**src/rtl/instr_encoder_loader_pkg.sv**
```systemverilog
// Shared types and encoding rules for the LEGv8 instruction encoder/loader.
// Field layouts are fixed by the LEGv8 R, D, CB and B instruction formats.
package instr_encoder_loader_pkg;

  typedef enum logic [2:0] {
    CLS_ADD  = 3'd0,
    CLS_SUB  = 3'd1,
    CLS_AND  = 3'd2,
    CLS_ORR  = 3'd3,
    CLS_LDUR = 3'd4,
    CLS_STUR = 3'd5,
    CLS_CBZ  = 3'd6,
    CLS_B    = 3'd7
  } instr_class_e;

  typedef enum logic [1:0] {
    ST_IDLE,
    ST_LOAD,
    ST_DRAIN,
    ST_DONE
  } load_state_e;

  localparam logic [10:0] OP_ADD  = 11'h458;
  localparam logic [10:0] OP_SUB  = 11'h658;
  localparam logic [10:0] OP_AND  = 11'h450;
  localparam logic [10:0] OP_ORR  = 11'h550;
  localparam logic [10:0] OP_LDUR = 11'h7C2;
  localparam logic [10:0] OP_STUR = 11'h7C0;
  localparam logic [7:0]  OP_CBZ  = 8'hB4;
  localparam logic [5:0]  OP_B    = 6'h05;

  localparam logic signed [25:0] D_IMM_MIN  = -26'sd256;
  localparam logic signed [25:0] D_IMM_MAX  = 26'sd255;
  localparam logic signed [25:0] CB_IMM_MIN = -26'sd262144;
  localparam logic signed [25:0] CB_IMM_MAX = 26'sd262143;

  typedef struct packed {
    logic        ok;
    logic [31:0] word;
  } enc_t;

  // ok=0 flags an immediate that does not fit the target format's field.
  function automatic enc_t encode(input instr_class_e cls,
                                  input logic [4:0]   rd,
                                  input logic [4:0]   rn,
                                  input logic [4:0]   rm,
                                  input logic [25:0]  imm);
    enc_t                e;
    logic signed [25:0]  s;
    s      = $signed(imm);
    e.ok   = 1'b1;
    e.word = '0;
    case (cls)
      CLS_ADD:  e.word = {OP_ADD, rm, 6'd0, rn, rd};
      CLS_SUB:  e.word = {OP_SUB, rm, 6'd0, rn, rd};
      CLS_AND:  e.word = {OP_AND, rm, 6'd0, rn, rd};
      CLS_ORR:  e.word = {OP_ORR, rm, 6'd0, rn, rd};
      CLS_LDUR: begin
        e.ok   = (s >= D_IMM_MIN) && (s <= D_IMM_MAX);
        e.word = {OP_LDUR, imm[8:0], 2'b00, rn, rd};
      end
      CLS_STUR: begin
        e.ok   = (s >= D_IMM_MIN) && (s <= D_IMM_MAX);
        e.word = {OP_STUR, imm[8:0], 2'b00, rn, rd};
      end
      CLS_CBZ: begin
        e.ok   = (s >= CB_IMM_MIN) && (s <= CB_IMM_MAX);
        e.word = {OP_CBZ, imm[18:0], rd};
      end
      CLS_B:    e.word = {OP_B, imm};
      default:  e.ok = 1'b0;
    endcase
    return e;
  endfunction

endpackage

```
**src/rtl/instr_encoder_loader_sync_fifo.sv**
```systemverilog
// Synchronous FIFO with pointer-wrap-bit full/empty detection.
// Push while full and pop while empty are ignored.
module sync_fifo #(
  parameter int unsigned WIDTH = 32,
  parameter int unsigned DEPTH = 4
) (
  input  logic             clk_i,
  input  logic             reset_i,
  input  logic             push_i,
  input  logic [WIDTH-1:0] wdata_i,
  input  logic             pop_i,
  output logic [WIDTH-1:0] rdata_o,
  output logic             full_o,
  output logic             empty_o
);

  localparam int unsigned AW = $clog2(DEPTH);

  logic [WIDTH-1:0] mem_q [DEPTH];
  logic [AW:0]      wr_q, wr_d;
  logic [AW:0]      rd_q, rd_d;
  logic             do_push, do_pop;

  assign empty_o = (wr_q == rd_q);
  assign full_o  = (wr_q[AW] != rd_q[AW]) && (wr_q[AW-1:0] == rd_q[AW-1:0]);
  assign do_push = push_i && !full_o;
  assign do_pop  = pop_i && !empty_o;
  assign rdata_o = mem_q[rd_q[AW-1:0]];

  always_comb begin
    wr_d = wr_q;
    rd_d = rd_q;
    if (do_push) wr_d = wr_q + (AW+1)'(1);
    if (do_pop)  rd_d = rd_q + (AW+1)'(1);
  end

  always_ff @(posedge clk_i) begin
    if (reset_i) begin
      wr_q <= '0;
      rd_q <= '0;
    end else begin
      wr_q <= wr_d;
      rd_q <= rd_d;
    end
  end

  always_ff @(posedge clk_i) begin
    if (do_push) mem_q[wr_q[AW-1:0]] <= wdata_i;
  end

endmodule

```
**src/rtl/instr_encoder_loader.sv**
```systemverilog
// Encodes LEGv8 field tuples into machine words, buffers them and writes
// them to instruction memory at consecutive word addresses.
module instr_encoder_loader
  import instr_encoder_loader_pkg::*;
#(
  parameter int unsigned        ADDR_W     = 64,
  parameter int unsigned        FIFO_DEPTH = 4,
  parameter logic [ADDR_W-1:0]  BASE_ADDR  = '0
) (
  input  logic              clk,
  input  logic              reset,
  input  logic              start,
  input  logic              in_valid,
  output logic              in_ready,
  input  logic [2:0]        in_class,
  input  logic [4:0]        in_rd,
  input  logic [4:0]        in_rn,
  input  logic [4:0]        in_rm,
  input  logic [25:0]       in_imm,
  input  logic              in_last,
  output logic              imem_we,
  input  logic              imem_ready,
  output logic [ADDR_W-1:0] imem_addr,
  output logic [31:0]       imem_wdata,
  output logic              load_done,
  output logic              err_range,
  output logic [15:0]       words_written
);

  load_state_e       state_q, state_d;
  logic [ADDR_W-1:0] addr_q, addr_d;
  logic [15:0]       words_q, words_d;
  logic              err_q, err_d;
  enc_t              enc;
  logic              accept, push, pop;
  logic              fifo_full, fifo_empty;
  logic [31:0]       fifo_rdata;

  assign enc      = encode(instr_class_e'(in_class), in_rd, in_rn, in_rm, in_imm);
  assign in_ready = (state_q == ST_LOAD) && !fifo_full;
  assign accept   = in_valid && in_ready;
  assign push     = accept && enc.ok;
  assign imem_we  = !fifo_empty;
  assign pop      = imem_we && imem_ready;

  sync_fifo #(
    .WIDTH (32),
    .DEPTH (FIFO_DEPTH)
  ) u_fifo (
    .clk_i   (clk),
    .reset_i (reset),
    .push_i  (push),
    .wdata_i (enc.word),
    .pop_i   (pop),
    .rdata_o (fifo_rdata),
    .full_o  (fifo_full),
    .empty_o (fifo_empty)
  );

  // A restart clears the counters; it can only occur with the FIFO empty.
  always_comb begin
    state_d = state_q;
    addr_d  = addr_q;
    words_d = words_q;
    err_d   = err_q;
    if (pop) begin
      addr_d = addr_q + ADDR_W'(4);
      if (words_q != '1) words_d = words_q + 16'd1;
    end
    case (state_q)
      ST_IDLE, ST_DONE: begin
        if (start) begin
          state_d = ST_LOAD;
          addr_d  = BASE_ADDR;
          words_d = '0;
          err_d   = 1'b0;
        end
      end
      ST_LOAD: begin
        if (accept && !enc.ok) err_d = 1'b1;
        if (accept && in_last) state_d = ST_DRAIN;
      end
      ST_DRAIN: begin
        if (fifo_empty) state_d = ST_DONE;
      end
      default: state_d = ST_IDLE;
    endcase
  end

  always_ff @(posedge clk) begin
    if (reset) begin
      state_q <= ST_IDLE;
      addr_q  <= BASE_ADDR;
      words_q <= '0;
      err_q   <= 1'b0;
    end else begin
      state_q <= state_d;
      addr_q  <= addr_d;
      words_q <= words_d;
      err_q   <= err_d;
    end
  end

  assign imem_addr     = addr_q;
  assign imem_wdata    = fifo_empty ? '0 : fifo_rdata;
  assign load_done     = (state_q == ST_DONE);
  assign err_range     = err_q;
  assign words_written = words_q;

endmodule
```
**config.mk**
```make
export PLATFORM = sky130hd
export DESIGN_NAME = instr_encoder_loader
export DESIGN_NICKNAME = d
export VERILOG_FILES = /design/src/rtl/instr_encoder_loader_pkg.sv /design/src/rtl/instr_encoder_loader_sync_fifo.sv /design/src/rtl/instr_encoder_loader.sv
export SDC_FILE = /design/constraint.sdc
export NUM_CORES = 1
export LEC_CHECK = 0
export BUFFER_PORTS_ARGS = -buffer_cell sky130_fd_sc_hd__buf_4
export CAP_MARGIN = 30
export CORE_ASPECT_RATIO = 0.7
export CORE_MARGIN = 8
export CORE_UTILIZATION = 30
export DETAILED_ROUTE_END_ITERATION = 8
export HOLD_SLACK_MARGIN = 0.06
export SLEW_MARGIN = 20
export SYNTH_ARGS = -nofsm -noshare
export SYNTH_HDL_FRONTEND = slang
export SYNTH_HIERARCHICAL = 1
export SYNTH_SLANG_ARGS = --single-unit
```
**constraint.sdc**
```tcl
create_clock -name clk -period 3.6 [get_ports clk]
set_clock_uncertainty 0.15 [all_clocks]
set_input_delay 0 -clock clk [delete_from_list [all_inputs] [get_ports clk]]
set_output_delay 0 -clock clk [all_outputs]
set_load 0.03 [all_outputs]
```
Yosys cells after proc, flatten, opt, wreduce, memory -nomap -nowiden
Memory sizes are Yosys's and may differ from the RTL's. A register that Yosys moved wholly into a read port is not among the register bits.
Cells that the tools add are included.
Widths: inputs -> output; s select.
Storage, ports and cells
  register bits: 89
  memory bits (writable): 128
  input bits: 50
  output and inout bits: 116
  logic and storage cells: 75
  memories kept: 1
Cells by class
  add/subtract/negate cells: 4
  order comparisons: 4
  equal/unequal tests: 18
  multiplexer cells: 21
  reductions and logical operators: 21
Memories
  u_fifo.mem_q: depth 4, width 32, read ports 1, clocked after memory_dff 1, write ports 1, RTL line instr_encoder_loader_sync_fifo.sv:19  | logic [WIDTH-1:0] mem_q [DEPTH];
Operators by type and width (number)
  $pmux 32 s8: 1
  $mux 64: 3
  $add 64x3->64 const B: 1
  $mux 16: 4
  $mux 32: 1
  $ge 26x19->1 const B: 1
  $ge 26x9->1 const B: 1
  $le 26x19->1 const B: 1
  $le 26x9->1 const B: 1
  $add 16x1->16 const B: 1
  $ne 16x16->1 const B: 1
  $eq 3x3->1 const B: 4
  $logic_and 1x1->1: 11
  $mux 2: 5
  $add 3x1->3 const B: 2
  $eq 3x2->1 const B: 2
  $pmux 2 s3: 1
  $reduce_and 3->1: 2
  $eq 2x2->1 const B: 2
  $mux 1: 4
  $ne 2x1->1 const B: 2
  $ne 2x2->1 const B: 2
  $pmux 1 s2: 2
  $reduce_or 2->1: 2
  9 further kinds: 11

Logic depth before layout (Yosys ltp)
Gate-level depths: netlist of run 1.
  depth after elaboration: 9
  depth in mapped cells: 12
  mapped depth without buffers: 9

Modules after synthesis
The synthesis of run 1 kept the hierarchy.
Modules (own cells, without submodules)
  sync_fifo: instances 1, cells an instance 235, area each 5177.5 um^2, sequential area each 4003.8 um^2
  instr_encoder_loader: instances 1, cells an instance 601, area each 4752.1 um^2, sequential area each 1621.6 um^2

Worst setup path before layout of run 1
Ideal clock, no wire load.
  path kind: register -> register
  start point: reg u_fifo.rd_q[1]
  end point: mem u_fifo.mem_q[3][0] (enable)
  setup time: 441 ps
  data arrival time: 3046 ps
  required time: 3009 ps
  path slack: -37 ps
  cell stages (with the launch flop): 9
  path buffers: 1
  clock period less this slack: 3637 ps
  path through: dfxtp_1 -> clkbuf_4 -> xnor2_1 -> nand2_1 -> nor2_1 -> nor2b_1 -> and3_1 -> nand2_1 -> a31oi_1
Between the ends
  longest elaborated chain between the ends: 9
Ends and longest elaborated chain
  start, declared: RTL line instr_encoder_loader_sync_fifo.sv:21  | logic [AW:0] rd_q, rd_d;
  start signal, assigned: RTL line instr_encoder_loader_sync_fifo.sv:43  | rd_q <= rd_d;
  $eq 2x2->1: RTL line instr_encoder_loader_sync_fifo.sv:25  | assign full_o = (wr_q[AW] != rd_q[AW]) && (wr_q[AW-1:0] == rd_q[AW-1:0]);
  $logic_and 1x1->1: RTL line instr_encoder_loader_sync_fifo.sv:25
  named net fifo_full: RTL line instr_encoder_loader.sv:36  | logic fifo_full, fifo_empty;
  $logic_not 1->1: RTL line instr_encoder_loader.sv:40  | assign in_ready = (state_q == ST_LOAD) && !fifo_full;
  $logic_and 1x1->1: RTL line instr_encoder_loader.sv:40
  $logic_and 1x1->1: RTL line instr_encoder_loader.sv:41  | assign accept = in_valid && in_ready;
  $logic_and 1x1->1: RTL line instr_encoder_loader.sv:42  | assign push = accept && enc.ok;
  named net push: RTL line instr_encoder_loader.sv:35  | logic accept, push, pop;
  $logic_and 1x1->1: RTL line instr_encoder_loader_sync_fifo.sv:26  | assign do_push = push_i && !full_o;
  $mux 1: RTL line instr_encoder_loader_sync_fifo.sv:48  | if (do_push) mem_q[wr_q[AW-1:0]] <= wdata_i;
  $mux 1 (implied by the code): RTL line instr_encoder_loader_sync_fifo.sv:48
  end, declared: RTL line instr_encoder_loader_sync_fifo.sv:19
The timed path passes the listed nets, and every way through them passes these cells.

Worst setup path after layout of run 1
  start point: reg u_fifo.wr_q[1]
  end point: reg addr_q[60] (netlist: imem_addr[60])
Between the ends
  longest elaborated chain between the ends: 6
Ends and longest elaborated chain
  start, declared: RTL line instr_encoder_loader_sync_fifo.sv:20  | logic [AW:0] wr_q, wr_d;
  start signal, assigned: RTL line instr_encoder_loader_sync_fifo.sv:42  | wr_q <= wr_d;
  $eq 3x3->1 *: RTL line instr_encoder_loader_sync_fifo.sv:24  | assign empty_o = (wr_q == rd_q);
  named net fifo_empty: RTL line instr_encoder_loader.sv:36
  $logic_not 1->1 *: RTL line instr_encoder_loader.sv:43  | assign imem_we = !fifo_empty;
  $logic_and 1x1->1 *: RTL line instr_encoder_loader.sv:44  | assign pop = imem_we && imem_ready;
  $mux 64 *: RTL line instr_encoder_loader.sv:66  | if (pop) begin
  $mux 64: RTL line instr_encoder_loader.sv:72  | if (start) begin
  $mux 64 *: RTL line instr_encoder_loader.sv:70  | case (state_q)
  end signal, assigned: RTL line instr_encoder_loader.sv:98  | addr_q <= addr_d;
  end, declared: RTL line instr_encoder_loader.sv:31  | logic [ADDR_W-1:0] addr_q, addr_d;
Mark *: on every way through the listed nets, which the timed path passes. The rest lies on a longest branch.
A chain may end at the register's enable or synchronous reset.

==> results of run 1 <==
==> cell usage in the layout (no fill, tap or decap), types with 3 or more instances in the layout <==
| cell | n |
|---|---|
| xor2_1 | 32 |
| buf_4 | 178 |
| mux2i_1 | 20 |
| bufinv_16 | 7 |
| nand4_1 | 31 |
| nor4_1 | 5 |
| dlygate4sd3_1 | 60 |
| and4_1 | 13 |
| dfxtp_1 | 88 |
| and2_1 | 5 |
| a31oi_1 | 6 |
| nand4b_1 | 5 |
| a211oi_1 | 3 |
| o211ai_1 | 8 |
| clkbuf_1 | 3 |
| mux2_2 | 10 |
| o211a_1 | 4 |
| nor3_1 | 9 |
| o21ai_0 | 32 |
| and3_1 | 12 |
| nor2_1 | 64 |
| clkbuf_16 | 25 |
| o31ai_1 | 10 |
| a21oi_1 | 45 |
| nand2_1 | 59 |
| edfxtp_1 | 128 |
| nor2b_1 | 36 |
| inv_1 | 19 |
| nand3_1 | 25 |
| xnor2_1 | 14 |
| or4_1 | 12 |
| or3_1 | 20 |
| clkinv_1 | 4 |
| nor3b_1 | 5 |
| mux4_2 | 32 |
| ha_1 | 11 |
==> final timing paths <==
kind | start | end | slack [ns] | depth (start not counted)
min | reset | state_q[0] | 0.21 | 3
min reg2reg | imem_addr[63] | imem_addr[63] | 0.35 | 2
max reg2reg | u_fifo/wr_q[1] | imem_addr[60] | 0.38 | 8
max | u_fifo/wr_q[1] | imem_addr[60] | 0.38 | 8
==> area by class of cell <==
class / count / share of cell area
flip-flops and latches: 217 / 0.4281
clock inverters: 13 / 0.01837
multi-input cells: 556 / 0.3080
clock buffers: 30 / 0.05055
inverters: 19 / 0.005427
repair buffers: 239 / 0.1489
well taps: 427 / 0.04065
==> sequential cells by signal (all words and copies together) (netlist names), named ones only <==
register       cells
words_written     16
state_q            2
err_range          1
imem_addr         62
u_fifo/mem_q     128
u_fifo/wr_q        3
u_fifo/rd_q        3
==> synth_stat cells (2+ instances only) <==
library cell / number / share of area
nor2_1: 65 / 0.025
o21a_1: 2 / 0.0015
nor3_1: 9 / 0.0045
ha_1: 11 / 0.014
mux4_2: 32 / 0.073
a21oi_1: 45 / 0.023
or3_1: 20 / 0.013
o211ai_1: 8 / 0.0060
buf_4: 2 / 0.0015
mux2_2: 10 / 0.011
clkbuf_1: 25 / 0.0095
nor4_1: 5 / 0.0032
dfxtp_1: 89 / 0.18
nand3_1: 25 / 0.013
xnor2_1: 14 / 0.012
o21ai_0: 32 / 0.016
o31ai_1: 10 / 0.0076
nand2b_1: 2 / 0.0013
edfxtp_1: 128 / 0.39
a41oi_1: 2 / 0.0018
nand2_1: 59 / 0.022
mux2i_1: 20 / 0.020
a211oi_1: 3 / 0.0023
buf_1: 6 / 0.0023
nor2b_1: 36 / 0.023
a31oi_1: 7 / 0.0044
inv_1: 19 / 0.0072
xor2_1: 32 / 0.028
and4_1: 13 / 0.011
nor3b_1: 5 / 0.0038
buf_2: 8 / 0.0040
or4_1: 12 / 0.0091
o2111ai_1: 2 / 0.0018
and2_1: 5 / 0.0032
nand4b_1: 5 / 0.0044
nand4_1: 31 / 0.020
o211a_1: 4 / 0.0040
and3_1: 12 / 0.0076
==> worst reg2reg max path, cell delays in order (launching register included) <==
cell	delay, ns
dfxtp_1	0.51
xnor2_1	0.28
nand2_1	0.27
nor2_2	0.09
nand4b_1	0.27
nor4_2	0.32
nand4_1	0.48
or4_1	0.65
a21oi_1	0.15
==> stage by stage <==
stage	worst slack (ns)	util	power [W]
finish	0.3828	0.4046	0.006545
global route	0.04960	0.4046	0.006804
CTS	0.3905	0.4046	0.006633
detailed placement	0.4376	0.3582	0.003775
global placement	0.5478	0.3582	0.003765
floorplan	0.6035	-	0.003404
==> per-layer routing <==
layer | vias to the layer above | wire length (um)
met5 | - | 0
met4 | 0 | 1126
met3 | 61 | 1234
met1 | 3628 | 11550
li1 | 3583 | -
met2 | 137 | 12630
==> where the power goes <==
part / internal (W) / switching, W
sequential: 0.00270 / 0.0000477
combinational: 0.000397 / 0.000621
clock: 0.00180 / 0.000973
==> cells by family (layout without fill, tap and decap cells) <==
family / after synthesis / after routing / share of synthesized area
AO/OA/AOI/OAI: 124 / 124 / 0.07586
XOR/XNOR: 46 / 46 / 0.04057
adder cells (fa/ha/maj): 11 / 11 / 0.01386
buffers and inverters: 64 / 301 / 0.02822
flip-flops: 217 / 217 / 0.5665
multiplexers: 62 / 62 / 0.1041
other: 1 / 2 / 0.0003777
AND/OR/NAND/NOR: 311 / 311 / 0.1705
==> reports/qor.txt, run 1 <==
largest net degree at the start of global routing: 40
clock buffer count from CTS: 24
WP buf/inv: 0
Post-Synthesis Cells: 836
antenna violations before repair: 0
Most used DFF post-synth: edfxtp_1
hpwl dp: 18.20 mm
die area: 0.03927 sq mm
worst path cell trace: xnor2_1 > nand2_1 > nor2_2 > nand4b_1 > nor4_2 > nand4_1 > or4_1 > a21oi_1
Die Wd: 233.4 um
CTS Root Cell: clkbuf_16
initial core utilization: 0.3057
Setup crit start kind: flop
max-capacitance violation count: 0
EDFF count, synth: 128
Starting DRT DRC Count: 413
area of the multi-input gates: 0.004048 sq mm
fin area: 0.01314 sq mm
Max Fclk: 310.8 MHz
asr flop ratio synth: 0
cell family with most CP delay: simple AND/OR/NAND/NOR gates
cts repair resizes: 0
Pins Over Slew Limit: 0
Worst Path Max Fanout: 15
routed wire length: 26.54 mm
Non-Filler Instances: 1,501
# diodes: 0
vias per cell: 4.936
placed instance count: 1,398
mean routed wirelength per cell: 17.68 um
GRT Overall Usage: 0.1304
first-pass GRT wire length: 41.48 mm
clock buffer depth: 3
RSZ-0062 raised after global routing: false
met3 Resource Use GR: 0.02569
busiest layer in global routing: met2
WP data arrival: 3.51 ns
Reg area: 0.005627 sq mm
synth unique cells: 59
post-cts hold buffer count: 60
Max VDD drop: 393.2 uV
filler instances: 3,073
sequential-to-total area share from yosys stat: 0.5665
Total Neg Setup Slack: 0 ns
minimum clock period: 3.217 ns
Final Net Count: 1,118
Core ar.: 0.03248 sq mm
# setup viols final: 0
crit end category: flop
port bufs: 163
GR Overflow Total: 0
synth warn: 6
Final period util: 0.8937
Clock Latency Late Sink: 0.51 ns
GPL Wtd Cong: 0.7818
Hold Path Class: in -> reg
Via Count: 7,409
met2 Resource Use GR: 0.2152
Area after DPL: 0.01164 sq mm
CTS tree: built
layout cells sized above 1: 0.2495
row cnt: 55
leakage: 4.686 nW
H-tree Lvls: 1
final hold violation count: 0
DRC: 0
num ports: 166
mapped cell area: 0.009930 sq mm
pwr/cell area: 498.0 mW/mm^2
largest stage delay on the critical path: 0.65 ns
post-synthesis register bit count: 217
crit path max-delay cell type: or4_1
status: finished, final reports clean
Clock transition at path regs: 0.06 ns
DRT Pass-1 Iters: 6
vias in the first global route: 7,328
Rel. slew slack: 0.4815
area growth from synthesis to layout: 32.36%
M1 GR Usage: 0.1663
number of setup buffers added after CTS: 0
die height: 168.2 um
Worst Tran Pin Value: 0.7722 ns
Setup CP Type: reg -> reg
hold_ws: 0.2068 ns
Data required, critical path: 3.89 ns
Antenna Nets Post-Route: 0
count of clock tree sinks: 217
Syn Area/Cell: 11.88 sq um
(Power assumes the default switching activity.)
==> run 2, diff against run 1 <==
CELL_PAD_IN_SITES_DETAIL_PLACEMENT = 1   (was not set)
CELL_PAD_IN_SITES_GLOBAL_PLACEMENT = 2   (was not set)
CORE_ASPECT_RATIO = not set   (was 0.7)
CTS_CLUSTER_SIZE = 16   (was not set)
PLACE_DENSITY_LB_ADDON = 0.1   (was not set)
==> run 2 against run 1 <==
Setup slack improved by 0.19 ns. Final cell count rose by 1.8%. Count of clock-buffer cells in the layout rose by 1. Power fell by 2.8%. Worst hold slack got worse by 0.036 ns. Sequential power barely moved. Sequential share of layout area fell by 0.13 points. Critical path depth rose by 1. Largest cell class unchanged.
==> reports/qor.txt, run 2 (synthesis gave the netlist of run 1 again) <==
row cnt: 66
DRT Pass-1 Iters: 4
Max VDD drop: 358.2 uV
layout cells sized above 1: 0.2560
Setup CP Type: reg -> reg
minimum clock period: 3.031 ns
final hold violation count: 0
most frequent cells in the layout: 184 x buf_4, 128 x edfxtp_1, 88 x dfxtp_1
Setup crit start kind: flop
Via Count: 7,495
CTS tree: built
Total Neg Setup Slack: 0 ns
Rel. slew slack: 0.4853
crit path to: imem_addr[42]
Clock Latency Late Sink: 0.53 ns
H-tree Lvls: 1
die area: 0.03918 sq mm
cells on worst reg2reg path: 9
routed wire length: 29.51 mm
port bufs: 163
pre-CTS setup slack: 0.2162 ns
Worst Tran Pin Value: 0.7691 ns
vias in the first global route: 7,921
die height: 197.9 um
Hold Path Class: in -> reg
WP data arrival: 3.33 ns
reg2reg end: imem_addr[42]
cts repair resizes: 0
Final Net Count: 1,128
GPL Wtd Cong: 0.7384
crit path max-delay cell type: dfxtp_1
# diodes: 0
worst path cell trace: xnor2_1 > nand2_1 > nor2_4 > nand4b_1 > nor4_2 > buf_4 > nand3_1 > or3_1 > a21oi_1
largest net degree at the start of global routing: 78
initial core utilization: 0.3052
clock buffer count from CTS: 25
max-capacitance violation count: 0
GRT Overall Usage: 0.1474
RSZ-0062 raised after global routing: false
count of clock tree sinks: 217
crit end category: flop
hpwl dp: 20.14 mm
crit path from: u_fifo/wr_q[1]
Data required, critical path: 3.89 ns
Worst Path Max Fanout: 9
area growth from synthesis to layout: 32.76%
Antenna Nets Post-Route: 0
WP buf/inv: 1
# setup viols final: 0
reg2reg setup slack: 0.57 ns
DRC: 0
mean routed wirelength per cell: 19.32 um
Max Fclk: 329.9 MHz
largest stage delay on the critical path: 0.51 ns
clock buffer depth: 3
first-pass GRT wire length: 46.42 mm
antenna violations before repair: 0
Pins Over Slew Limit: 0
num ports: 166
status: finished, final reports clean
WP depth: 9
leakage: 4.702 nW
CTS Root Cell: clkbuf_16
pwr/cell area: 482.6 mW/mm^2
Die Wd: 197.9 um
max reg flops: 128
setup slack after layout: 0.5687 ns
Starting DRT DRC Count: 351
vias per cell: 4.905
Worst R2R Start: u_fifo/wr_q[1]
commonest non-fill, non-tap cell in the layout: buf_4
GR Overflow Total: 0
Final period util: 0.8420
Core ar.: 0.03254 sq mm
cell family with most CP delay: simple AND/OR/NAND/NOR gates
Clock transition at path regs: 0.06 ns
[run 2: changes by cell type in the layout (fill, tap and decap cells not counted), sizes merged]
cell         previous run  this run
inv                    20        22
clkinv                  4         8
dlygate4sd3            60        61
bufinv                  7         3
clkbuf                 30        31
buf                   179       187
[run 2: repair_timing]
action                                  4_1_cts  5_1_grt
endpoints found under the hold margin       201        0
endpoints found under the setup margin        0        2
hold buffers                                 61        0
setup buffers                                 0        4
[run 2: how the worst min path moves through the flow]
stage / start / endpoint / slack, ns / cells past startpoint
6_report: reset / u_fifo/wr_q[2] / 0.17 / 3
5_1_grt: reset / u_fifo/rd_q[2] / 0.18 / 3
4_1_cts: reset / u_fifo/wr_q[2] / 0.14 / 3
3_5_place_dp: start / words_written[3] / 0.16 / 3
3_3_place_gp: start / words_written[3] / 0.16 / 3
2_1_floorplan: reset / state_q[0] / -0.08 / 1
[run 2: per-stage QoR]
step,util,hold WS [ns],area (sq um),total power (W),instances
2_1_floorplan,-,-0.07724,9940,0.003404,837
3_3_place_gp,0.3601,0.1589,11720,0.003811,1417
3_5_place_dp,0.3601,0.1639,11720,0.003812,1417
4_1_cts,0.4042,0.1363,13150,0.006492,1524
5_1_grt,0.4052,0.1820,13180,0.006647,1528
6_report,0.4052,0.1704,13180,0.006362,1528
[run 2: per-layer routing]
metal | GRT usage | wire length, um | up-vias
met5 | 0 | 0 | -
met4 | 0.03429 | 523 | 0
met3 | 0.03073 | 1486 | 39
met2 | 0.2389 | 13630 | 140
met1 | 0.1998 | 13870 | 3709
li1 | - | - | 3607
[run 2: area by class of cell]
cell class / instances / area (sq um)
Fill cell: 3544 / 19350
Tap cell: 442 / 553.0
Sequential cell: 217 / 5627
Timing Repair Buffer: 248 / 2052
Inverter: 19 / 71.32
Clock buffer: 31 / 648.1
Clock inverter: 15 / 178.9
Multi-Input combinational cell: 556 / 4053
[run 2: worst register-to-register path, cell delays in order, from the launching register on]
cell      delay, ns
dfxtp_1        0.51
xnor2_1        0.15
nand2_1        0.22
nor2_4         0.08
nand4b_1       0.25
nor4_2         0.49
buf_4          0.26
nand3_1        0.29
or3_1          0.40
a21oi_1        0.14
[run 2: report_power, final]
part / internal [W] / switching [W] / leakage (nW) / total [W]
logic: 0.000413 / 0.000634 / 2.42 / 0.00105
registers: 0.00270 / 0.0000481 / 1.88 / 0.00275
clock network: 0.00151 / 0.00105 / 0.400 / 0.00256
total: 0.00463 / 0.00173 / 4.70 / 0.00636
